## src/rtl/bit_serializer.sv

```systemverilog
// bit_serializer
//   Accepts a parallel byte over a valid/ready handshake and streams it out
//   MSB first, one bit per clock, to the downstream run detector. Frames can
//   be chained back to back: a new byte offered in the last cycle of a frame
//   has its MSB on w in the very next cycle.
//
// Ports
//   clk        in   clock, rising edge
//   reset      in   asynchronous, active-high reset
//   din        in   [WIDTH-1:0] parallel byte to transmit
//   din_valid  in   producer offers din this cycle
//   din_ready  out  block accepts din this cycle (transfer = valid & ready)
//   w          out  serial bit stream
//   w_valid    out  w carries a payload or parity bit this cycle
//   busy       out  a frame is in flight
//   frame_cnt  out  [7:0] completed frames, wraps 255 -> 0
//
// Build option
//   PARITY_EN  when defined, every frame gets a ninth cycle carrying even
//              parity over the eight latched bits. Undefined: 8-cycle
//              frames and no parity state or logic.
//
// State table
//   IDLE   | waiting for a byte; ready, no output bit
//   SHIFT  | presenting data_q[idx_q], idx counts 7 down to 0
//   PARITY | presenting XOR of latched bits (PARITY_EN only)

module bit_serializer #(
  parameter int WIDTH = 8
) (
  input  logic             clk,
  input  logic             reset,
  input  logic [WIDTH-1:0] din,
  input  logic             din_valid,
  output logic             din_ready,
  output logic             w,
  output logic             w_valid,
  output logic             busy,
  output logic [7:0]       frame_cnt
);

  localparam int IW = $clog2(WIDTH);

`ifdef PARITY_EN
  localparam logic [1:0] IDLE   = 2'd0;
  localparam logic [1:0] SHIFT  = 2'd1;
  localparam logic [1:0] PARITY = 2'd2;
  logic [1:0] state_q, state_d;
`else
  localparam logic IDLE  = 1'b0;
  localparam logic SHIFT = 1'b1;
  logic state_q, state_d;
`endif

  logic [WIDTH-1:0] data_q, data_d;
  logic [IW-1:0]    idx_q, idx_d;
  logic [7:0]       cnt_q, cnt_d;
  logic             frame_end;
  logic             xfer;

`ifdef PARITY_EN
  assign frame_end = (state_q == PARITY);
`else
  assign frame_end = (state_q == SHIFT) && (idx_q == '0);
`endif

  // Gated by reset so the producer never sees ready while the block is held.
  assign din_ready = ~reset & ((state_q == IDLE) | frame_end);
  assign xfer      = din_valid & din_ready;

  always_comb begin
    state_d = state_q;
    data_d  = data_q;
    idx_d   = idx_q;
    cnt_d   = cnt_q;
    if (frame_end) cnt_d = cnt_q + 8'd1;
    case (state_q)
      IDLE: begin
        if (xfer) begin
          data_d  = din;
          idx_d   = IW'(WIDTH - 1);
          state_d = SHIFT;
        end
      end
      SHIFT: begin
        if (idx_q != '0) begin
          idx_d = idx_q - IW'(1);
        end else begin
`ifdef PARITY_EN
          state_d = PARITY;
`else
          if (xfer) begin
            data_d  = din;
            idx_d   = IW'(WIDTH - 1);
            state_d = SHIFT;
          end else begin
            state_d = IDLE;
          end
`endif
        end
      end
`ifdef PARITY_EN
      PARITY: begin
        if (xfer) begin
          data_d  = din;
          idx_d   = IW'(WIDTH - 1);
          state_d = SHIFT;
        end else begin
          state_d = IDLE;
        end
      end
`endif
      default: state_d = IDLE;
    endcase
  end

  always_ff @(posedge clk or posedge reset) begin
    if (reset) begin
      state_q <= IDLE;
      data_q  <= '0;
      idx_q   <= '0;
      cnt_q   <= 8'd0;
    end else begin
      state_q <= state_d;
      data_q  <= data_d;
      idx_q   <= idx_d;
      cnt_q   <= cnt_d;
    end
  end

  // The byte is held, not shifted; the index selects the bit on the wire.
`ifdef PARITY_EN
  assign w = ((state_q == SHIFT) & data_q[idx_q]) | ((state_q == PARITY) & (^data_q));
`else
  assign w = (state_q == SHIFT) & data_q[idx_q];
`endif

  assign w_valid   = (state_q != IDLE);
  assign busy      = (state_q != IDLE);
  assign frame_cnt = cnt_q;

endmodule

```

## config.mk

```make
export PLATFORM = sky130hd
export DESIGN_NAME = bit_serializer
export DESIGN_NICKNAME = d
export VERILOG_FILES = /design/src/rtl/bit_serializer.sv
export SDC_FILE = /design/constraint.sdc
export NUM_CORES = 1
export LEC_CHECK = 0
export BUFFER_PORTS_ARGS = -buffer_cell sky130_fd_sc_hd__buf_2
export CAP_MARGIN = 5
export CELL_PAD_IN_SITES_DETAIL_PLACEMENT = 0
export CELL_PAD_IN_SITES_GLOBAL_PLACEMENT = 1
export CORE_MARGIN = 5
export CORE_UTILIZATION = 42
export DETAILED_ROUTE_END_ITERATION = 8
export PLACE_DENSITY_LB_ADDON = 0.15
export SLEW_MARGIN = 5
export SYNTH_ARGS = -nofsm -noshare
export SYNTH_HDL_FRONTEND = slang
export SYNTH_SLANG_ARGS = --single-unit
```

## constraint.sdc

```tcl
create_clock -name clk -period 3.3 [get_ports clk]
set_clock_uncertainty 0.2 [all_clocks]
set_input_delay 0.33 -clock clk [delete_from_list [all_inputs] [get_ports clk]]
set_output_delay 0.33 -clock clk [all_outputs]
set_load 0.01 [all_outputs]
```

==> After elaboration in Yosys (flattened, before gate mapping) <==
Index checks and enable logic that the tools add are counted.
{ "word_totals": {"wordCells": 28, "output_inout_bits": 12, "reg_bits": 20, "inputBits": 11} }
{ "op_classes": {"bitwise": 6, "n_lt_le_gt_ge": 1, "n_eq_ne": 1, "addsub": 2, "n_mux": 11, "reduce_logical": 3} }
{ "ops": {"columns": ["operator", "n"], "rows": [
  ["$mux W8", 2],
  ["$pmux W8 S2", 1],
  ["$add A8 B1 Y8 const B", 1],
  ["$mux W3", 2],
  ["$pmux W3 S2", 1],
  ["$lt A3 B4 Y1 const B", 1],
  ["$and A1 B1 Y1", 3],
  ["$bmux W1 S3", 1],
  ["$logic_not A3 Y1", 1],
  ["$mux W1", 3],
  ["$reduce_bool A3 Y1", 1],
  ["$sub A3 B1 Y3 const B", 1],
  ["$ne A2 B2 Y1 const B", 1],
  ["$not A1 Y1", 2],
  ["$pmux W1 S2", 1],
  ["$logic_and A1 B1 Y1", 1],
  ["$or A1 B1 Y1", 1]
]} }

==> Logic depth before layout (Yosys ltp) <==
{ "logic_depth": {"ltp_word": 8, "ltp_mapped": 7} }

==> Worst setup path after synthesis <==
No wires, ideal clock.
{ "synth_timing": {"path_type": "register -> register", "from": "reg idx_q[0]", "to": "reg data_q[2]", "path_slack_ns": 1.170, "path_buffers": 2, "period_less_slack_ns": 2.130, "stages_incl_launch_ff": 8, "arrival_ns": 1.805, "cell_sequence": "dfrtp_1 -> clkbuf_1 -> inv_1 -> ha_1 -> nand2b_1 -> buf_2 -> a211oi_4 -> mux2_2"} }
{ "synth_between": {"elab_chain_cells": 8} }
{ "synth_lines": {"columns": ["element", "line", "rtl"], "rows": [
  ["from (decl)", "56", "logic [IW-1:0] idx_q, idx_d;"],
  ["from (signal assigned)", "126", "idx_q <= idx_d;"],
  ["$logic_not A3 Y1", "64", "assign frame_end = (state_q == SHIFT) && (idx_q == '0);"],
  ["$logic_and A1 B1 Y1", "64", null],
  ["$or A1 B1 Y1", "68", "assign din_ready = ~reset & ((state_q == IDLE) | frame_end);"],
  ["$and A1 B1 Y1", "68", null],
  ["$and A1 B1 Y1", "69", "assign xfer = din_valid & din_ready;"],
  ["$mux W8 (2 in a row)", null, null],
  ["$pmux W8 S2", null, null],
  ["to (signal assigned)", "125", "data_q <= data_d;"],
  ["to (decl)", "55", "logic [WIDTH-1:0] data_q, data_d;"]
]} }
Parallel ways exist; a longest one is shown, timed or not. The select of a mux whose other input is x is not followed.
A chain may end at the register's enable or synchronous reset.

==> Final worst setup path <==
{ "layout_timing": {"from": "reg idx_q[0]", "to": "reg data_q[4]"} }
Same word-level chain as after synthesis.

==> results.yml <==
logic_synthesis:
  synth_most_common_cell: "dfrtp_1"
  ys_ff_latch: 20
  synth.area.top_cells: "dfrtp_1 52%, mux2_2 5.8%, mux2_1 4.6%"
  synth_cell_types: 30
  syn_area_um2: 970
  synth_fp_nets: 96
  yosysWarnings: 0
  synth_common_cells: "20 x dfrtp_1, 7 x inv_1, 6 x nand2_1, 5 x mux2_2"
  syn_area_per_cell_um2: 11.8
  synth_flop_cell: "dfrtp_1"
  yosysSeqAreaShare: 0.516
  yosysTopAreaCell: "dfrtp_1"
  synth-async-reset-ratio: 1.00
  synth.top_cell.area_share: 0.516
  synth_edf_count: 0
  synth_cells: 82
setup_path:
  reg2reg_depth: 5
  worstReg2RegEnd: "data_q[4]$_DFFE_PP0P_"
  startpoint_type: "flop"
  critPathRequiredTime_ns: 3.30
  r2r_slack_ns: 1.02
  worstSetupPathType: "flop to flop"
  cp.arrival_ns: 2.28
  r2r-start: "idx_q[0]$_DFF_PP0_"
  path_max_fanout: 10
  cp-end-kind: "flop"
timing:
  maxSlewViolCount: 0
  fin_crit_ns: 2.28
  max_freq_mhz: 438
  rsz0062_at_grt: "false"
  fin_tns_setup_ns: 0
  finalCritPeriodShare: 0.691
  timing.final.hold_violations: 0
  slew_headroom: 0.643
  worst_slack_ns: 1.02
  setup_viol: 0
  tightest_slew_ns: 0.534
drt:
  drtIter0Drc: 4
  drtAntennaViolNets: 0
  dr.pass1.iters: 2
  routed_wl_um: 1610
  dr_total_vias: 669
  drc: 0
  wl_per_cell_um: 12.0
  vias_per_cell: 4.99
clock_network:
  clkTransAtPathRegs_ns: 0.11
  clock_latency_ns: 0.30
  cts_tree: "done"
  cts.sink_count: 20
  ctsResizeCount: 0
  numCtsBuffers: 3
  cts-root-buf: "clkbuf_4"
  h-tree-depth: 1
  clockBufferDepth: 2
min_path:
  worstHoldStart: "din[1]"
  hold_depth: 2
  hold_path.class: "input port to flop"
  hold_end: "data_q[1]$_DFFE_PP0P_"
final_layout:
  regArea_um2: 500
  nets: 121
  utilization: 0.526
  drive_gt1_frac: 0.321
  num_antenna_cells: 0
  final_area_um2: 1160
  area_growth_pct: 20.0
  final.fill_count: 207
  multi_input_area_um2: 422
global_routing:
  grt_pass1_wl_um: 2910
  antenna_found_initial: 0
  grt-ovfl-total: 0
  grt_use_total: 0.117
  first_global_vias: 670
  grt_max_degree: 20
floorplan:
  fp-row-count: 17
  chipHeight_um: 58.1
  initial_core_util: 0.438
  coreArea_um2: 2210
  dieWidth_um: 58.1
  pin_count: 23
  die_area_um2: 3370
status:
  status: "complete, no violations"
placement:
  gp_congestion: 0.700
  dp_slack_ns: 1.01
  place_area_um2: 1100
  hpwl_um: 1260
  port_buffers: 22
power_and_ir_drop:
  leakagePower_nw: 0.577
  vdd_drop_max_uv: 418
  p_per_area_nw_per_um2: 806
flow_run:
  maxCapViolCount: 0
worst max path at each step:
stage | startpoint | endpoint | slack (ns) | depth (start not counted)
floorplan | idx_q[0]$_DFF_PP0_ | data_q[2]$_DFFE_PP0P_ | 1.17 | 7
global placement | idx_q[0]$_DFF_PP0_ | data_q[3]$_DFFE_PP0P_ | 1.05 | 5
detailed placement | idx_q[0]$_DFF_PP0_ | data_q[2]$_DFFE_PP0P_ | 1.01 | 5
CTS | idx_q[0]$_DFF_PP0_ | data_q[4]$_DFFE_PP0P_ | 0.98 | 5
global route | idx_q[0]$_DFF_PP0_ | data_q[4]$_DFFE_PP0P_ | 0.83 | 5
finish | idx_q[0]$_DFF_PP0_ | data_q[4]$_DFFE_PP0P_ | 1.02 | 5
routing by layer:
layer  global-route usage  routed length, um
met1                0.132                645
met2                0.189                818
met3               0.0267                 91
met4               0.0894                 56
met5                    0                  0
cell type report:
class	instances	share of cell area
clock buffer	3	0.0194
tap	28	0.0301
clock inverter	1	0.0258
inverter	7	0.0226
sequential	20	0.430
multi-input combinational	51	0.362
timing repair buffer	24	0.110
power breakdown:
part	leakage (nW)	internal [mW]	total [mW]	switching, mW
combinational	0.301	0.178	0.319	0.141
clock	0.0279	0.123	0.200	0.0775
sequential	0.247	0.333	0.418	0.0846
through the flow:
step / hold WS, ns / instances / power (mW)
6_report: 0.0302 / 134 / 0.937
5_1_grt: 0.0217 / 134 / 1.03
4_1_cts: 0.0184 / 134 / 0.955
3_5_place_dp: 0.0461 / 129 / 0.751
3_3_place_gp: 0.0409 / 129 / 0.744
2_1_floorplan: 0.111 / 82 / 0.665
layout by cell type, fill, tap and decap left out, drive strengths merged, types with 2 or more instances in the layout:
master  netlist  layout
nand2b        2       2
a21oi         2       2
ha            3       3
nand2         6       6
mux2          9       9
xnor2         4       4
clkbuf        1       3
buf           3      23
nand3         2       2
a221oi        2       2
nor3          3       3
dfrtp        20      20
xor2          3       3
a31oi         2       2
inv           7       7
worst max-delay path, stage by stage (launching register included):
cell and delay [ns]:
dfrtp_1 0.48, inv_1 0.11, ha_1 0.22, nand2b_1 0.21, a211oi_4 0.57, mux2_2 0.39
timing repair:
action | CTS | global route
setup buffers | 0 | 0
hold buffers | 1 | 0
hold endpoints to repair | 20 | 0
flip-flops by register name, summed over array words and instances (netlist names):
signal and flops:
busy 1, data_q 8, frame_cnt 8, idx_q 3
cell families after synthesis:
logic type      share of synthesized area
compound gates                     0.0994
xor+xnor                           0.0632
fa+ha+maj                          0.0387
buf+inv                            0.0490
flops                               0.516
mux                                 0.138
simple gates                       0.0955
No activity file was read; power rests on OpenSTA's default activity.
